## src/rtl/pc_branch_ctrl.sv

```systemverilog
// Program-counter and branch sequencer: steps the PC, redirects on jumps and
// flag-qualified branches through a writable target LUT, and tracks run/halt status.
module pc_branch_ctrl #(
  parameter int unsigned PC_W       = 10,
  parameter int unsigned LUT_AW     = 5,
  parameter int unsigned START_ADDR = 0
) (
  input  logic              clk,
  input  logic              rst_n,
  input  logic              start_i,
  input  logic              stall_i,
  input  logic              halt_i,
  input  logic              jump_i,
  input  logic              branch_i,
  input  logic [LUT_AW-1:0] lut_idx_i,
  input  logic              flag_i,
  input  logic              flag_we_i,
  input  logic              lut_we_i,
  input  logic [LUT_AW-1:0] lut_waddr_i,
  input  logic [PC_W-1:0]   lut_wdata_i,
  output logic [PC_W-1:0]   pc_o,
  output logic              fetch_en_o,
  output logic              branch_taken_o,
  output logic              flag_o,
  output logic              done_o
);

  localparam int unsigned LUT_N = 1 << LUT_AW;

  typedef enum logic [1:0] {
    S_IDLE,
    S_RUN,
    S_DONE
  } state_t;

  state_t            r_state;
  state_t            w_next_state;
  logic [PC_W-1:0]   r_pc;
  logic              r_flag;
  logic              r_branch_taken;
  logic [PC_W-1:0]   r_lut [LUT_N];

  logic              w_load;
  logic              w_adv;
  logic              w_take;
  logic [PC_W-1:0]   w_target;

  always_ff @(posedge clk or negedge rst_n) begin
    if (!rst_n) r_state <= S_IDLE;
    else        r_state <= w_next_state;
  end

  always_comb begin
    w_next_state = r_state;
    case (r_state)
      S_IDLE:  if (start_i) w_next_state = S_RUN;
      S_RUN:   if (halt_i && !stall_i) w_next_state = S_DONE;
      S_DONE:  if (start_i) w_next_state = S_RUN;
      default: w_next_state = S_IDLE;
    endcase
  end

  always_comb begin
    w_load     = (r_state != S_RUN) && start_i;
    w_adv      = (r_state == S_RUN) && !stall_i;
    fetch_en_o = w_adv;
    done_o     = (r_state == S_DONE);
    // Branch decision reads the flag stored before this edge; the LUT read
    // likewise sees the entry before any same-cycle write.
    w_take     = !halt_i && (jump_i || (branch_i && r_flag));
    w_target   = r_lut[lut_idx_i];
  end

  always_ff @(posedge clk or negedge rst_n) begin
    if (!rst_n) begin
      r_pc           <= PC_W'(START_ADDR);
      r_flag         <= 1'b0;
      r_branch_taken <= 1'b0;
    end else if (w_load) begin
      r_pc           <= PC_W'(START_ADDR);
      r_flag         <= 1'b0;
      r_branch_taken <= 1'b0;
    end else if (w_adv) begin
      if (halt_i) begin
        r_branch_taken <= 1'b0;
      end else if (w_take) begin
        r_pc           <= w_target;
        r_branch_taken <= 1'b1;
      end else begin
        r_pc           <= r_pc + PC_W'(1);
        r_branch_taken <= 1'b0;
      end
      if (flag_we_i) r_flag <= flag_i;
    end
  end

  always_ff @(posedge clk or negedge rst_n) begin
    if (!rst_n) begin
      for (int unsigned i = 0; i < LUT_N; i++) r_lut[LUT_AW'(i)] <= '0;
    end else if (lut_we_i) begin
      r_lut[lut_waddr_i] <= lut_wdata_i;
    end
  end

  assign pc_o           = r_pc;
  assign flag_o         = r_flag;
  assign branch_taken_o = r_branch_taken;

endmodule
```

## config.mk

```make
export PLATFORM = sky130hd
export DESIGN_NAME = pc_branch_ctrl
export DESIGN_NICKNAME = d
export VERILOG_FILES = /design/src/rtl/pc_branch_ctrl.sv
export SDC_FILE = /design/constraint.sdc
export NUM_CORES = 1
export LEC_CHECK = 0
export BUFFER_PORTS_ARGS = -buffer_cell sky130_fd_sc_hd__buf_4
export CORE_AREA = 2 2 205 227
export DETAILED_ROUTE_END_ITERATION = 12
export DIE_AREA = 0 0 207 229
export PLACE_DENSITY_LB_ADDON = 0.08
export REMOVE_ABC_BUFFERS = 1
export SETUP_SLACK_MARGIN = 0.05
export SLEW_MARGIN = 0
export SYNTH_ARGS = -nofsm -noshare
export SYNTH_HDL_FRONTEND = slang
export SYNTH_SLANG_ARGS = --single-unit
```

## constraint.sdc

```tcl
create_clock -name clk -period 1.6 [get_ports clk]
set_input_delay 0.48 -clock clk [delete_from_list [all_inputs] [get_ports clk]]
set_output_delay 0.48 -clock clk [all_outputs]
set_load 0.01 [all_outputs]
```

* After elaboration in Yosys (flattened, before gate mapping)
Index checks and enable logic that the tools add are counted.
Word-level totals: bits in registers 334, input bits 30, output and inout port bits 14
Operators by class: $lt $le $gt $ge 3, add/subtract/negate cells 1, equality and inequality tests 6, bitwise gates (word level) 2, muxes and demuxes 20, reductions and logical operators 16
Operators by type and width (count):
- 320-bit bitwise mux | 1
- 10-bit 2-to-1 mux | 7
- 10-bit binary-select mux with 5-bit select | 1
- 10-bit demux with 5-bit select | 1
- 6-bit greater-or-equal comparator (second input constant) | 2
- 5-bit NOT with 6-bit output | 2
- 10-bit by 1-bit adder with 10-bit output (second input constant) | 1
- 1-bit 2-to-1 mux | 7
- 1-bit logical AND | 6
- 6-bit by 1-bit less-than comparator with 1-bit output (second input constant) | 1
- 2-bit by 1-bit != test with 1-bit output (second input constant) | 3
- 2-bit AND reduction | 3
- 2-bit 2-to-1 mux | 2
- 2-bit case mux with 2 select lines | 1
- 2-bit nonzero test | 2
- 2-bit by 1-bit == test with 1-bit output (second input constant) | 1
- 2-bit == test (second input constant) | 1
- 1-bit zero test | 2
- 2-bit zero test | 1
- 2-bit != test (second input constant) | 1
- 2-bit OR reduction | 1
- 1-bit logical OR | 1

* Logic depth before layout (Yosys ltp)
depth after elaboration 8, gate-level depth with buffers 8

* Least setup slack after synthesis
OpenSTA, ideal clock, no wires.
path type input port to flip-flop, start point in lut_idx_i[0], end point reg r_pc[1] (netlist: pc_o[1]), arrival time 1845 ps, setup time 129 ps, path slack -374 ps, required time 1471 ps, stages on the path 6, cells stage by stage buf_6 -> buf_6 -> mux4_1 -> mux2_2 -> a221oi_2 -> a21oi_1
On the way: longest elaborated chain between the ends 8
RTL lines:
- start, declared | RTL line 15 | input logic [LUT_AW-1:0] lut_idx_i,
- 5-bit NOT with 6-bit output (not written as such) | RTL line 71 | w_target = r_lut[lut_idx_i];
- 10-bit binary-select mux with 5-bit select | RTL line 71
- 10-bit 2-to-1 mux (not written as such) (2 in a row) | RTL line 71
- 10-bit 2-to-1 mux | RTL line 86 | end else if (w_take) begin
- 10-bit 2-to-1 mux | RTL line 84 | if (halt_i) begin
- 10-bit 2-to-1 mux | RTL line 83 | end else if (w_adv) begin
- 10-bit 2-to-1 mux | RTL line 79 | end else if (w_load) begin
- end signal, assigned | RTL line 80 | r_pc <= PC_W'(START_ADDR);
- end signal, assigned | RTL line 87 | r_pc <= w_target;
- end signal, assigned | RTL line 90 | r_pc <= r_pc + PC_W'(1);
- end, declared | RTL line 38 | logic [PC_W-1:0] r_pc;
Every way passes these cells. The select of a mux whose other input is x is not followed. A chain may end at the register's enable or synchronous reset.

* Final worst setup path
start point reg r_state[0], end point out fetch_en_o
On the way: longest elaborated chain between the ends 2
RTL lines:
- start, declared | RTL line 36 | state_t r_state;
- start signal, assigned | RTL line 50 | else r_state <= w_next_state;
- 2-bit by 1-bit == test with 1-bit output | RTL line 65 | w_adv = (r_state == S_RUN) && !stall_i;
- 1-bit logical AND | RTL line 65
- end, declared | RTL line 22 | output logic fetch_en_o,
Every way passes these cells.

==> flow_results.xml <==
<?xml version="1.0" encoding="UTF-8"?>
<metrics>
  <group name="run_status">
    <metric name="run_status" unit="">complete, but fails checks</metric>
    <metric name="violations_in_the_final_reports" unit="">negative setup slack</metric>
  </group>
  <group name="min_path">
    <metric name="worstHoldPathType" unit="">input pin to flip-flop</metric>
  </group>
  <group name="sta">
    <metric name="rsz0062_at_grt" unit="">yes</metric>
    <metric name="maxSlewHeadroom" unit="">0.682</metric>
    <metric name="timing.setup.tns" unit="ps">-2650</metric>
    <metric name="fmax" unit="GHz">0.523</metric>
    <metric name="finalWorstSetupSlack" unit="ps">-314</metric>
    <metric name="timing_max_transition_violations_final" unit="">0</metric>
    <metric name="worstMarginPinSlew" unit="ps">477</metric>
    <metric name="setup_viol" unit="">18</metric>
    <metric name="post-route-period-util" unit="">1.20</metric>
    <metric name="timing.final.hold_violations" unit="">0</metric>
    <metric name="final_period_minus_worst_setup_slack" unit="ps">1910</metric>
    <metric name="fin_skew" unit="ps">19.8</metric>
  </group>
  <group name="route">
    <metric name="route.antenna.remaining_nets" unit="">0</metric>
    <metric name="dr_total_vias" unit="">9761</metric>
    <metric name="post_drt_wl_per_cell" unit="um">25.2</metric>
    <metric name="drt_iter0_markers" unit="">516</metric>
    <metric name="firstDrtPassIters" unit="">4</metric>
    <metric name="vias_per_cell" unit="">5.30</metric>
    <metric name="routed_wl" unit="um">46300</metric>
    <metric name="drc" unit="">0</metric>
  </group>
  <group name="setup_path">
    <metric name="start_kind" unit="">flip-flop</metric>
    <metric name="critical_path_required" unit="ps">1120</metric>
    <metric name="cp_common_cell" unit="">sky130_fd_sc_hd__buf_6</metric>
    <metric name="critical-path-slowest-cell" unit="">sky130_fd_sc_hd__dfrtp_1</metric>
    <metric name="criticalPathCategory" unit="">flip-flop to output port</metric>
    <metric name="cp-end-kind" unit="">output port</metric>
    <metric name="cp_data_arrival_time" unit="ps">1430</metric>
    <metric name="critical-path-max-stage-delay" unit="ps">390</metric>
    <metric name="timing.critical_path.fanout_max" unit="">2</metric>
    <metric name="reg2reg_slack" unit="ps">-240</metric>
    <metric name="path_cells" unit="">buf_6, nor3b_4, buf_4, buf_6</metric>
  </group>
  <group name="floorplanning">
    <metric name="core-area" unit="um^2">45100</metric>
    <metric name="fp.dieW" unit="um">207</metric>
    <metric name="die-area" unit="um^2">47400</metric>
    <metric name="rows" unit="">82</metric>
    <metric name="die_height" unit="um">229</metric>
    <metric name="initial_utilization" unit="">0.347</metric>
    <metric name="pin_count" unit="">44</metric>
  </group>
  <group name="cts">
    <metric name="cts_tree" unit="">built</metric>
    <metric name="clkSinkCount" unit="">334</metric>
    <metric name="cts_max_path_buffers" unit="">3</metric>
    <metric name="clk_pin_slew" unit="ps">60</metric>
    <metric name="clock_tree.htree_level_count" unit="">2</metric>
    <metric name="root_buffer" unit="">sky130_fd_sc_hd__clkbuf_16</metric>
    <metric name="clock_insertion_delay_worst_skew" unit="ps">540</metric>
    <metric name="cts_inserted_buffers" unit="">38</metric>
  </group>
  <group name="synthesis">
    <metric name="synth.ff_latch_count" unit="">334</metric>
    <metric name="yosysSeqAreaShare" unit="">0.534</metric>
    <metric name="syn-mean-instance-area" unit="um^2">15.3</metric>
    <metric name="portion_of_synthesized_cell_area_occupied_by_the_leading_cell_type" unit="">0.534</metric>
    <metric name="number_of_synthesized_flops_with_an_enable_pin" unit="">0</metric>
    <metric name="netlist_instances" unit="">1022</metric>
    <metric name="synth.most_common_cell" unit="">sky130_fd_sc_hd__dfrtp_1</metric>
    <metric name="yosysWarnings" unit="">0</metric>
    <metric name="post_synth_main_area_contributors" unit="">sky130_fd_sc_hd__dfrtp_1, sky130_fd_sc_hd__mux2_2, sky130_fd_sc_hd__mux4_2</metric>
    <metric name="synth_top_area_cell" unit="">sky130_fd_sc_hd__dfrtp_1</metric>
    <metric name="synthArstFlopShare" unit="">1.00</metric>
    <metric name="synth_cell_count_leaders" unit="">sky130_fd_sc_hd__dfrtp_1, sky130_fd_sc_hd__mux2_2, sky130_fd_sc_hd__mux4_2</metric>
    <metric name="syn-cell-area" unit="um^2">15700</metric>
    <metric name="synth_cell_types" unit="">59</metric>
    <metric name="yosys_most_used_dff" unit="">sky130_fd_sc_hd__dfrtp_1</metric>
  </group>
  <group name="run">
    <metric name="max_cap_violations" unit="">0</metric>
  </group>
  <group name="final_layout">
    <metric name="layout_overhead_on_the_synthesized_area" unit="%">28.2</metric>
    <metric name="final_layout_size_suffix_gt1_frac" unit="">0.588</metric>
    <metric name="finalNetCount" unit="">1256</metric>
    <metric name="antennaDiodeCount" unit="">0</metric>
  </group>
  <group name="power">
    <metric name="power.ir.vdd_worst" unit="V">0.000585</metric>
    <metric name="power_density" unit="nW/um^2">1260</metric>
    <metric name="power.leakage" unit="uW">0.00897</metric>
    <metric name="power" unit="uW">25300</metric>
  </group>
  <group name="global_route">
    <metric name="first_global_vias" unit="">10400</metric>
    <metric name="global_route.overflow_total" unit="">0</metric>
    <metric name="groute.usage.overall" unit="">0.198</metric>
    <metric name="grt_start_max_net_pins" unit="">73</metric>
    <metric name="grt_pass1_wl" unit="um">69800</metric>
    <metric name="antenna_violations_before_repair" unit="">3</metric>
  </group>
  <group name="place">
    <metric name="place.port_buffers" unit="">43</metric>
    <metric name="routabilityCongestion" unit="">0.876</metric>
    <metric name="hpwl" unit="um">31200</metric>
  </group>
</metrics>
[worst max-delay path, delay by kind of cell, from the launching register on]
family | cells | cell delay, ps
flops | 1 | 390
simple gates | 1 | 140
buf+inv | 3 | 370
[final timing paths]
check,to,cells after the start,startpoint
max in group asynchronous,r_lut[200],3,rst_n
min in group asynchronous,r_lut[130],2,rst_n
max reg2reg,pc_o[5],9,r_state[1]
min reg2reg,r_lut[194],1,r_lut[194]
min,flag_o,3,flag_i
max,fetch_en_o,4,r_state[0]
[flip-flops by register name, indices dropped and copies added (netlist names)]
name,cells
r_lut,320
pc_o,10
r_state,2
branch_taken_o,1
flag_o,1
[final cells by class]
class / count / area (um^2)
Tap cell: 588 / 736
Multi-Input combinational cell: 617 / 7150
Timing Repair Buffer: 227 / 2500
Clock inverter: 15 / 219
Fill cell: 4093 / 25100
Sequential cell: 334 / 8360
Inverter: 7 / 26.3
Clock buffer: 52 / 1070
[layer usage]
metal	vias to the layer above	wire [um]	global-route usage
li1	4256	-	-
met1	5241	21500	0.278
met2	184	21700	0.311
met3	76	1850	0.0347
met4	4	1300	0.0623
met5	-	21	0
[metrics by stage]
step	setup slack [ps]	hold slack, ps	area (um^2)	utilization	std cells
6_report	-314	223	20100	0.444	1840
5_1_grt	-360	219	20100	0.444	1840
4_1_cts	-332	206	19900	0.441	1833
3_5_place_dp	-927	345	18100	0.401	1741
3_3_place_gp	-922	351	18100	0.401	1741
2_1_floorplan	-221	184	15300	-	957
[cells by family after synthesis]
group,synth area share
buf+inv,0.0259
flops,0.534
compound gates,0.0289
xor+xnor,0.00168
fa+ha+maj,0.000799
mux,0.364
simple gates,0.0444
[cells in the final DEF, fill, tap and decap left out, types with 4 or more instances in the layout]
| cell type | n |
|---|---|
| sky130_fd_sc_hd__a21oi_1 | 10 |
| sky130_fd_sc_hd__a21oi_2 | 4 |
| sky130_fd_sc_hd__a22oi_1 | 6 |
| sky130_fd_sc_hd__buf_12 | 50 |
| sky130_fd_sc_hd__buf_4 | 140 |
| sky130_fd_sc_hd__buf_6 | 32 |
| sky130_fd_sc_hd__bufinv_16 | 5 |
| sky130_fd_sc_hd__clkbuf_1 | 7 |
| sky130_fd_sc_hd__clkbuf_16 | 38 |
| sky130_fd_sc_hd__clkbuf_8 | 7 |
| sky130_fd_sc_hd__clkinv_2 | 7 |
| sky130_fd_sc_hd__dfrtp_1 | 329 |
| sky130_fd_sc_hd__dfrtp_2 | 5 |
| sky130_fd_sc_hd__inv_1 | 7 |
| sky130_fd_sc_hd__mux2_2 | 320 |
| sky130_fd_sc_hd__mux2_4 | 4 |
| sky130_fd_sc_hd__mux2i_1 | 16 |
| sky130_fd_sc_hd__mux4_1 | 13 |
| sky130_fd_sc_hd__mux4_2 | 66 |
| sky130_fd_sc_hd__nand2_1 | 33 |
| sky130_fd_sc_hd__nand3_1 | 12 |
| sky130_fd_sc_hd__nand3b_1 | 6 |
| sky130_fd_sc_hd__nor2_1 | 16 |
| sky130_fd_sc_hd__nor2_2 | 10 |
| sky130_fd_sc_hd__nor2_4 | 9 |
| sky130_fd_sc_hd__nor2b_1 | 5 |
| sky130_fd_sc_hd__nor3b_1 | 5 |
| sky130_fd_sc_hd__o21ai_0 | 5 |
| sky130_fd_sc_hd__o21ai_1 | 4 |
[timing repair]
action | 4_1_cts | 5_1_grt
setup buffers | 24 | 6
pin swaps | 14 | 8
cloned | 1 | 1
hold endpoints to repair | 16 | 0
resized for setup | 80 | 22
hold buffers | 1 | 0
endpoints found under the setup margin | 25 | 25
[power by group]
| group | total (uW) | leakage [uW] | switching, uW | internal [uW] |
|---|---|---|---|---|
| logic | 5200 | 0.00406 | 2150 | 3060 |
| registers | 11000 | 0.00427 | 899 | 10100 |
| clock network | 9080 | 0.000641 | 3570 | 5520 |
| total | 25300 | 0.00897 | 6610 | 18700 |
Note: power is estimated with default switching activity, not from simulation.
